<file path="config.mk">
export PLATFORM = sky130hd
export DESIGN_NAME = eth_tx_arbiter_flat
export DESIGN_NICKNAME = d
export VERILOG_FILES = /design/src/rtl/eth_tx_arbiter_if.sv /design/src/rtl/eth_tx_arbiter.sv /design/src/flat_wrapper.sv
export SDC_FILE = /design/constraint.sdc
export NUM_CORES = 1
export LEC_CHECK = 0
export ABC_CLOCK_PERIOD_IN_PS = 2300
export BUFFER_PORTS_ARGS = -buffer_cell sky130_fd_sc_hd__buf_2
export CORE_MARGIN = 2
export CORE_UTILIZATION = 55
export CTS_CLUSTER_SIZE = 24
export DETAILED_ROUTE_END_ITERATION = 8
export PLACE_DENSITY = 0.83
export SLEW_MARGIN = 10
export SYNTH_ARGS = -nofsm -noshare
export SYNTH_HDL_FRONTEND = slang
export SYNTH_SLANG_ARGS = --single-unit
</file>
<file path="constraint.sdc">
create_clock -name Clk -period 2.3 [get_ports Clk]
set_clock_uncertainty 0.05 [all_clocks]
set_input_delay 0.115 -clock Clk [delete_from_list [all_inputs] [get_ports Clk]]
set_output_delay 0.115 -clock Clk [all_outputs]
set_load 0.02 [all_outputs]
</file>
<file path="src/rtl/eth_tx_arbiter_if.sv">
// eth_tx_arbiter_if: two byte-stream sources plus the eth_packet_former byte port and arbiter status.
interface eth_tx_arbiter_if;
    logic       S0_Valid;
    logic [7:0] S0_Data;
    logic       S0_Last;
    logic       S0_Ready;
    logic       S1_Valid;
    logic [7:0] S1_Data;
    logic       S1_Last;
    logic       S1_Ready;
    logic       Dat_Rdy;
    logic       Tx_En;
    logic       Dat_En;
    logic [7:0] Data;
    logic       Data_Last;
    logic [1:0] Grant;
    logic       Busy;
    logic       Trunc_Err;

    modport master (
        input  S0_Valid, S0_Data, S0_Last, S1_Valid, S1_Data, S1_Last, Dat_Rdy, Tx_En,
        output S0_Ready, S1_Ready, Dat_En, Data, Data_Last, Grant, Busy, Trunc_Err
    );

    modport slave (
        output S0_Valid, S0_Data, S0_Last, S1_Valid, S1_Data, S1_Last, Dat_Rdy, Tx_En,
        input  S0_Ready, S1_Ready, Dat_En, Data, Data_Last, Grant, Busy, Trunc_Err
    );
endinterface

</file>
<file path="src/rtl/eth_tx_arbiter.sv">
// eth_tx_arbiter: round-robin whole-packet arbiter feeding eth_packet_former from two byte sources,
// capping payload length and holding off the next grant for the inter-frame gap.
module eth_tx_arbiter #(
    parameter int pMAX_BYTES  = 72,
    parameter int pIFG_CYCLES = 48
) (
    input logic              Clk,
    input logic              Rst,
    eth_tx_arbiter_if.master bus
);
    localparam int                 cIfgW    = $clog2(pIFG_CYCLES + 1);
    localparam logic [9:0]         cCapLast = 10'(pMAX_BYTES - 1);
    localparam logic [cIfgW-1:0]   cIfgLast = cIfgW'(pIFG_CYCLES - 1);

    typedef enum logic [2:0] {IDLE, XFER, DRAIN, WAIT_TX, IFG} state_t;

    state_t           state, nextState;
    logic [1:0]       grant, nextGrant;
    logic             lastGrant, nextLastGrant;
    logic [9:0]       byteCnt, nextByteCnt;
    logic [cIfgW-1:0] ifgCnt, nextIfgCnt;
    logic             txSeen, nextTxSeen;
    logic             truncErr, nextTrunc;
    logic             sValid, sLast, srcReady, datEn, dataLast, capHit, pickS1;
    logic [7:0]       sData;

    assign sValid   = grant[1] ? bus.S1_Valid : bus.S0_Valid;
    assign sLast    = grant[1] ? bus.S1_Last  : bus.S0_Last;
    assign sData    = grant[1] ? bus.S1_Data  : bus.S0_Data;
    // DRAIN swallows the overflow tail of a truncated packet without forwarding it
    assign srcReady = (state == XFER) ? bus.Dat_Rdy : (state == DRAIN);
    assign capHit   = byteCnt == cCapLast;
    assign datEn    = (state == XFER) & sValid & bus.Dat_Rdy;
    assign dataLast = datEn & (sLast | capHit);
    // on contention the source that did not own the previous packet wins
    assign pickS1   = (bus.S0_Valid & bus.S1_Valid) ? ~lastGrant : bus.S1_Valid;

    assign bus.S0_Ready  = srcReady & grant[0];
    assign bus.S1_Ready  = srcReady & grant[1];
    assign bus.Dat_En    = datEn;
    assign bus.Data      = (state == XFER) ? sData : 8'h00;
    assign bus.Data_Last = dataLast;
    assign bus.Grant     = grant;
    assign bus.Busy      = state != IDLE;
    assign bus.Trunc_Err = truncErr;

    always_ff @(posedge Clk) begin
        if (Rst) begin
            state     <= IDLE;
            grant     <= 2'b00;
            lastGrant <= 1'b1;
            byteCnt   <= '0;
            ifgCnt    <= '0;
            txSeen    <= 1'b0;
            truncErr  <= 1'b0;
        end else begin
            state     <= nextState;
            grant     <= nextGrant;
            lastGrant <= nextLastGrant;
            byteCnt   <= nextByteCnt;
            ifgCnt    <= nextIfgCnt;
            txSeen    <= nextTxSeen;
            truncErr  <= nextTrunc;
        end
    end

    always_comb begin
        nextState     = state;
        nextGrant     = grant;
        nextLastGrant = lastGrant;
        nextByteCnt   = byteCnt;
        nextIfgCnt    = ifgCnt;
        nextTrunc     = 1'b0;
        // the former's transmission only counts once the final byte has been handed over
        nextTxSeen    = txSeen | (bus.Tx_En & (dataLast | state == DRAIN | state == WAIT_TX));
        case (state)
            IDLE: begin
                if (bus.S0_Valid | bus.S1_Valid) begin
                    nextGrant     = pickS1 ? 2'b10 : 2'b01;
                    nextLastGrant = pickS1;
                    nextByteCnt   = '0;
                    nextState     = XFER;
                end
            end
            XFER: begin
                if (datEn) begin
                    nextByteCnt = byteCnt + 10'd1;
                    if (sLast) begin
                        nextState = WAIT_TX;
                    end else if (capHit) begin
                        nextState = DRAIN;
                        nextTrunc = 1'b1;
                    end
                end
            end
            DRAIN: begin
                if (sValid & sLast) nextState = WAIT_TX;
            end
            WAIT_TX: begin
                if (txSeen & ~bus.Tx_En) begin
                    nextState  = IFG;
                    nextIfgCnt = '0;
                    nextGrant  = 2'b00;
                end
            end
            IFG: begin
                nextIfgCnt = ifgCnt + 1'b1;
                if (ifgCnt == cIfgLast) begin
                    nextState  = IDLE;
                    nextTxSeen = 1'b0;
                end
            end
            default: nextState = IDLE;
        endcase
    end
endmodule
</file>
<file path="src/flat_wrapper.sv">
// flat-port wrapper written by rule: the top's interface ports become plain ports
module eth_tx_arbiter_flat 
#(
    parameter int pMAX_BYTES  = 72,
    parameter int pIFG_CYCLES = 48
)
  (Clk, Rst, bus_S0_Valid, bus_S0_Data, bus_S0_Last, bus_S1_Valid, bus_S1_Data, bus_S1_Last, bus_Dat_Rdy, bus_Tx_En, bus_S0_Ready, bus_S1_Ready, bus_Dat_En, bus_Data, bus_Data_Last, bus_Grant, bus_Busy, bus_Trunc_Err);
  eth_tx_arbiter_if bus_i ();
  input logic Clk;
  input logic Rst;
  input wire logic [$bits(bus_i.S0_Valid)-1:0] bus_S0_Valid;
  input wire logic [$bits(bus_i.S0_Data)-1:0] bus_S0_Data;
  input wire logic [$bits(bus_i.S0_Last)-1:0] bus_S0_Last;
  input wire logic [$bits(bus_i.S1_Valid)-1:0] bus_S1_Valid;
  input wire logic [$bits(bus_i.S1_Data)-1:0] bus_S1_Data;
  input wire logic [$bits(bus_i.S1_Last)-1:0] bus_S1_Last;
  input wire logic [$bits(bus_i.Dat_Rdy)-1:0] bus_Dat_Rdy;
  input wire logic [$bits(bus_i.Tx_En)-1:0] bus_Tx_En;
  output wire logic [$bits(bus_i.S0_Ready)-1:0] bus_S0_Ready;
  output wire logic [$bits(bus_i.S1_Ready)-1:0] bus_S1_Ready;
  output wire logic [$bits(bus_i.Dat_En)-1:0] bus_Dat_En;
  output wire logic [$bits(bus_i.Data)-1:0] bus_Data;
  output wire logic [$bits(bus_i.Data_Last)-1:0] bus_Data_Last;
  output wire logic [$bits(bus_i.Grant)-1:0] bus_Grant;
  output wire logic [$bits(bus_i.Busy)-1:0] bus_Busy;
  output wire logic [$bits(bus_i.Trunc_Err)-1:0] bus_Trunc_Err;
  assign bus_i.S0_Valid = bus_S0_Valid;
  assign bus_i.S0_Data = bus_S0_Data;
  assign bus_i.S0_Last = bus_S0_Last;
  assign bus_i.S1_Valid = bus_S1_Valid;
  assign bus_i.S1_Data = bus_S1_Data;
  assign bus_i.S1_Last = bus_S1_Last;
  assign bus_i.Dat_Rdy = bus_Dat_Rdy;
  assign bus_i.Tx_En = bus_Tx_En;
  assign bus_S0_Ready = bus_i.S0_Ready;
  assign bus_S1_Ready = bus_i.S1_Ready;
  assign bus_Dat_En = bus_i.Dat_En;
  assign bus_Data = bus_i.Data;
  assign bus_Data_Last = bus_i.Data_Last;
  assign bus_Grant = bus_i.Grant;
  assign bus_Busy = bus_i.Busy;
  assign bus_Trunc_Err = bus_i.Trunc_Err;
  eth_tx_arbiter #(.pMAX_BYTES(pMAX_BYTES), .pIFG_CYCLES(pIFG_CYCLES)) u_core (.Clk(Clk), .Rst(Rst), .bus(bus_i));
endmodule
</file>
After elaboration in Yosys (flattened, before gate mapping)
Index checks and enable logic that the tools add are counted.
- add/subtract/negate cells: 2
- $mul: 0
- div/mod/pow operators: 0
- magnitude comparators: 0
- equal/unequal tests: 12
- shifts and indexed selects: 0
- multiplexer cells: 26
- bitwise logic cells: 18
- reductions and logical operators: 11
- operator list (cell ; number):
    3-bit 2-to-1 mux ; 7
    10-bit 2-to-1 mux ; 2
    10-bit one-hot mux with 2 select lines ; 1
    8-bit 2-to-1 mux ; 2
    3-bit one-hot mux with 5 select lines ; 1
    6-bit one-hot mux with 2 select lines ; 1
    10-bit by 1-bit adder with 10-bit output, second input constant ; 1
    10-bit by 7-bit == test with 1-bit output, second input constant ; 1
    1-bit bitwise AND ; 9
    1-bit 2-to-1 mux ; 7
    6-bit by 1-bit adder with 6-bit output, second input constant ; 1
    3-bit by 2-bit == test with 1-bit output, second input constant ; 2
    6-bit == test, second input constant ; 1
    2-bit 2-to-1 mux ; 3
    6-bit 2-to-1 mux ; 1
    2-bit by 1-bit inequality test with 1-bit output, second input constant ; 3
    3-bit AND reduction ; 2
    6-bit AND reduction ; 1
    2-bit nonzero test ; 3
    1-bit bitwise OR ; 5
    2-bit inequality test, second input constant ; 2
    1-bit inverter ; 4
    2-bit one-hot mux with 2 select lines ; 1
    2-bit AND reduction ; 2
    6 further kinds ; 6
- flip-flop bits (word level): 24
- latch bits: 0
- bits in writable memories: 0
- ROM bits: 0
- input bits: 24
- output and inout bits: 16
- word-level logic and storage cells: 76
- memories: 0

Longest topological paths before layout
- depth in word-level cells: 10
- depth in mapped cells: 7
- mapped depth without buffers: 6

Worst setup path after synthesis
No wires, ideal clock.
- kind: reg2reg
- start point: register u_core.grant[1] (netlist: u_core.bus.Grant[1])
- end point: register u_core.txSeen
- library setup time: 0.103 ns
- data arrival time: 1.642 ns
- data required time: 2.147 ns
- slack: 0.505 ns
- cell stages (with the launch flop): 6
- path buffers: 0
- period minus slack after synthesis: 1.795 ns
- path through: dfxtp_1 mux2_2 nand3_1 a21oi_1 inv_2 a2111oi_2
- cells in the longest elaborated chain, start to end: 10
- elaborated cells on any way between the ends: 12
- classes of those cells: 4 x mux; 8 x bitwise
- RTL lines (item ; RTL line ; source):
    start, declared ; eth_tx_arbiter.sv:18 ; logic [1:0] grant, nextGrant;
    start signal, assigned ; eth_tx_arbiter.sv:58 ; grant <= nextGrant;
    1-bit 2-to-1 mux ; eth_tx_arbiter.sv:27 ; assign sValid = grant[1] ? bus.S1_Valid : bus.S0_Valid;
    1-bit bitwise AND (2 in a row) ; eth_tx_arbiter.sv:33 ; assign datEn = (state == XFER) & sValid & bus.Dat_Rdy;
    1-bit bitwise AND * ; eth_tx_arbiter.sv:34 ; assign dataLast = datEn & (sLast | capHit);
    via bus_Data_Last ; flat_wrapper.sv:23 ; output wire logic [$bits(bus_i.Data_Last)-1:0] bus_Data_Last;
    1-bit bitwise OR * (2 in a row) ; eth_tx_arbiter.sv:75 ; nextTxSeen = txSeen | (bus.Tx_En & (dataLast | state == DRAIN | state == WAIT_TX));
    1-bit bitwise AND * ; eth_tx_arbiter.sv:75 ;
    1-bit bitwise OR * ; eth_tx_arbiter.sv:75 ;
    1-bit 2-to-1 mux ; eth_tx_arbiter.sv:108 ; if (ifgCnt == cIfgLast) begin
    1-bit 2-to-1 mux * ; eth_tx_arbiter.sv:76 ; case (state)
    end signal, assigned ; eth_tx_arbiter.sv:62 ; txSeen <= nextTxSeen;
    end, declared ; eth_tx_arbiter.sv:22 ; logic txSeen, nextTxSeen;
The timed path passes the listed nets; every way through them passes the cells marked *.
A chain may end at the register's enable or synchronous reset.

Final worst setup path
- start point: register u_core.state[1]
- end point: register u_core.byteCnt[2]
- cells in the longest elaborated chain, start to end: 5
- elaborated cells on any way between the ends: 9
- classes of those cells: 3 x eq/ne; 1 x mux; 2 x bitwise; 3 x reduce/logical
- RTL lines (item ; RTL line ; source):
    start, declared ; eth_tx_arbiter.sv:17 ; state_t state, nextState;
    start signal, assigned ; eth_tx_arbiter.sv:57 ; state <= nextState;
    3-bit by 1-bit == test with 1-bit output ; eth_tx_arbiter.sv:33, eth_tx_arbiter.sv:76 ;
    1-bit bitwise AND (2 in a row) ; eth_tx_arbiter.sv:33 ;
    2-bit by 1-bit inequality test with 1-bit output (no source line) ; n/a ;
    3-bit AND reduction (no source line) ; n/a ;
    end signal, assigned ; eth_tx_arbiter.sv:60 ; byteCnt <= nextByteCnt;
    end, declared ; eth_tx_arbiter.sv:20 ; logic [9:0] byteCnt, nextByteCnt;
Several ways; a longest one is shown, not always the timed one.

==> metrics.cfg <==
[outcome]
status=finished clean

[route]
dr_total_vias=1342
routed_wirelength_um=3220
drt_iter0_markers=42
drc=0
drt_pass1_iterations=4
vias_per_cell=5.59
drtAntennaViolNets=0
routedWlPerCell_um=13.4

[clock_network]
post_cts_resized=0
numCtsBuffers=3
cts.sink_count=24
cts_tree=done
clk_pin_slew_ns=0.13
cts.path.max_buffers=2
h-tree-depth=1
clk_latency_ns=0.32
post_cts_buffers=0
hold_buffers=0
cts_root_buffer=clkbuf_4

[grt]
gr-total-overflow=0
grt_antenna_before_repair=0
grt_use_total_pct=21.4
grt_pass1_vias=1243
grt_first_pass_wirelength_um=5330
grt_max_degree=18

[finish]
n_antenna_cell=0
final_cell_mix=buf_2 (39), nor2_1 (26), dfxtp_1 (23)
nets=237
area_growth_pct=16.3
fin_util_pct=67.7
final_common_cell=buf_2
layout-drive-gt1-share_pct=29.5

[worst_setup_path]
cp.arrival_ns=2.27
crit_path_start_kind=flip-flop
critPathMaxFanout=15
ff2ff_path_depth=5
ff2ff_setup_slack_ns=0.19
cp-end-kind=flip-flop
reg2reg_to=u_core.byteCnt[2]$_SDFFE_PP0P_
path_class=reg -> reg
crit_required_ns=2.46
rr_startpoint=u_core.state[1]$_SDFFE_PP0P_

[hold_path]
worstHoldStart=bus_Tx_En
holdPathStages=3
hp-class=in -> reg
worstHoldEndpoint=u_core.txSeen$_SDFF_PP0_

[timing]
setup_tns_ns=0
setup_violations=0
rsz0062_at_grt=false
fmax_ghz=0.474
whs_ns=0.0463
fin_ws_ns=0.191
worst_slew_margin_rel_pct=55.4
maxSlewViolCount=0
fin_crit_sh_pct=91.7
hold_viol=0
min_period_ns=2.11
tightest_slew_ns=0.669

[floorplan]
die_y_um=55.4
num_io_pins=40
die_w_um=55.4
core_mm2=0.00250
initial_core_util_pct=58.2
dieArea_mm2=0.00307
row_count=18

[logic_synthesis]
synth_area_mm2=0.00146
synthCells=176
ys_seq_area_share_pct=33.0
ys.warnings.count=0
synth_fp_nets=202
syn_area_per_cell_um2=8.27
ys_ff_latch=24
synth_top_flop_cell=dfxtp_1
synth.distinct_cells=45
ys_async_sr_fraction_pct=0
synth-edff-count=0

[pwr]
power_density_mw_per_mm2=765
vdd_drop_max_uv=532
leakagePower_nw=0.670

[place]
place.gp.congestion=0.844
hpwl_um=2430
place_ws_ns=0.356
io_buffers=39

[flow_run]
maxCapViolCount=0

## power by group
group / switching, mW / leakage (nW) / internal, mW / total (mW)
Clock: 0.126 / 0.0279 / 0.176 / 0.303
Combinational: 0.310 / 0.447 / 0.192 / 0.502
Sequential: 0.0448 / 0.195 / 0.444 / 0.489
## worst max path at each step
stage,slack (ns),to,from
global placement,0.41,u_core.byteCnt[2]$_SDFFE_PP0P_,u_core.state[1]$_SDFFE_PP0P_
floorplan,0.50,u_core.txSeen$_SDFF_PP0_,u_core.bus.Grant[1]$_SDFFE_PP0P_
detailed placement,0.36,u_core.byteCnt[6]$_SDFFE_PP0P_,u_core.state[0]$_SDFFE_PP0P_
CTS,0.14,bus_Data_Last,u_core.state[0]$_SDFFE_PP0P_
global route,0.07,u_core.byteCnt[2]$_SDFFE_PP0P_,u_core.state[1]$_SDFFE_PP0P_
finish,0.19,u_core.byteCnt[2]$_SDFFE_PP0P_,u_core.state[1]$_SDFFE_PP0P_
## layout make-up
class	instances	area, um2
multi-input cells	136	895
clock inverters	1	30.0
clock buffers	3	22.5
repair buffers	40	203
fillers	213	808
inverters	6	22.5
flip-flops and latches	24	482
well taps	30	37.5
## per-stage QoR
stage               instances  instance area, um2  power [mW]
floorplan                 176                1460       0.883
global placement          236                1640       0.977
detailed placement        236                1640       0.994
CTS                       240                1690        1.30
global route              240                1690        1.37
finish                    240                1690        1.29
## state kept, by name (all words and copies together), names as in the netlist
signal and cells:
u_core.bus.Grant 2, u_core.bus.Trunc_Err 1, u_core.byteCnt 10, u_core.ifgCnt 6
u_core.lastGrant 1, u_core.state 3, u_core.txSeen 1
## kinds of logic (layout without fill, tap and decap cells)
group / after synthesis / after routing / synth area share [%]
buffers and inverters: 16 / 50 / 5.50
adder cells (fa/ha/maj): 2 / 2 / 1.72
multiplexers: 12 / 12 / 8.51
AND/OR/NAND/NOR: 84 / 84 / 33.1
flip-flops: 24 / 24 / 33.0
AO/OA/AOI/OAI: 31 / 31 / 13.9
XOR/XNOR: 7 / 7 / 4.21
## cell usage after synthesis (2+ instances only)
library cell / n / area, um2
nor4_1: 2 / 12.5
o21ai_0: 4 / 20.0
a21oi_1: 14 / 70.1
or3b_1: 2 / 17.5
nand2b_1: 5 / 31.3
a31oi_1: 2 / 12.5
a32oi_1: 2 / 17.5
buf_6: 2 / 22.5
nand4_1: 3 / 18.8
buf_2: 4 / 20.0
ha_1: 2 / 25.0
buf_1: 2 / 7.51
and2_1: 2 / 12.5
nor3b_2: 3 / 37.5
nand3_1: 7 / 35.0
nor3_2: 4 / 40.0
clkbuf_1: 2 / 7.51
a311oi_1: 2 / 17.5
nor2_1: 26 / 97.6
xnor2_1: 7 / 61.3
nor3_1: 3 / 15.0
mux2i_1: 9 / 90.1
nand2_1: 15 / 56.3
dfxtp_1: 24 / 480
o21ai_1: 2 / 10.0
nand3b_1: 2 / 15.0
inv_1: 5 / 18.8
mux2_2: 2 / 22.5
## critical path, stage by stage (launching register included)
cell and delay (ns):
dfxtp_1 0.66, nor3b_4 0.11, a32oi_2 0.61, and2b_1 0.29, xnor2_1 0.19, nor2_1 0.07
## metal layers
metal	global-route usage, %	up-vias	wire (um)
li1	-	688	-
met1	24.5	588	1340
met2	37.2	55	1570
met3	5.15	11	228
met4	9.76	0	81
met5	0	-	0
Note: power is estimated with default switching activity, not from simulation.
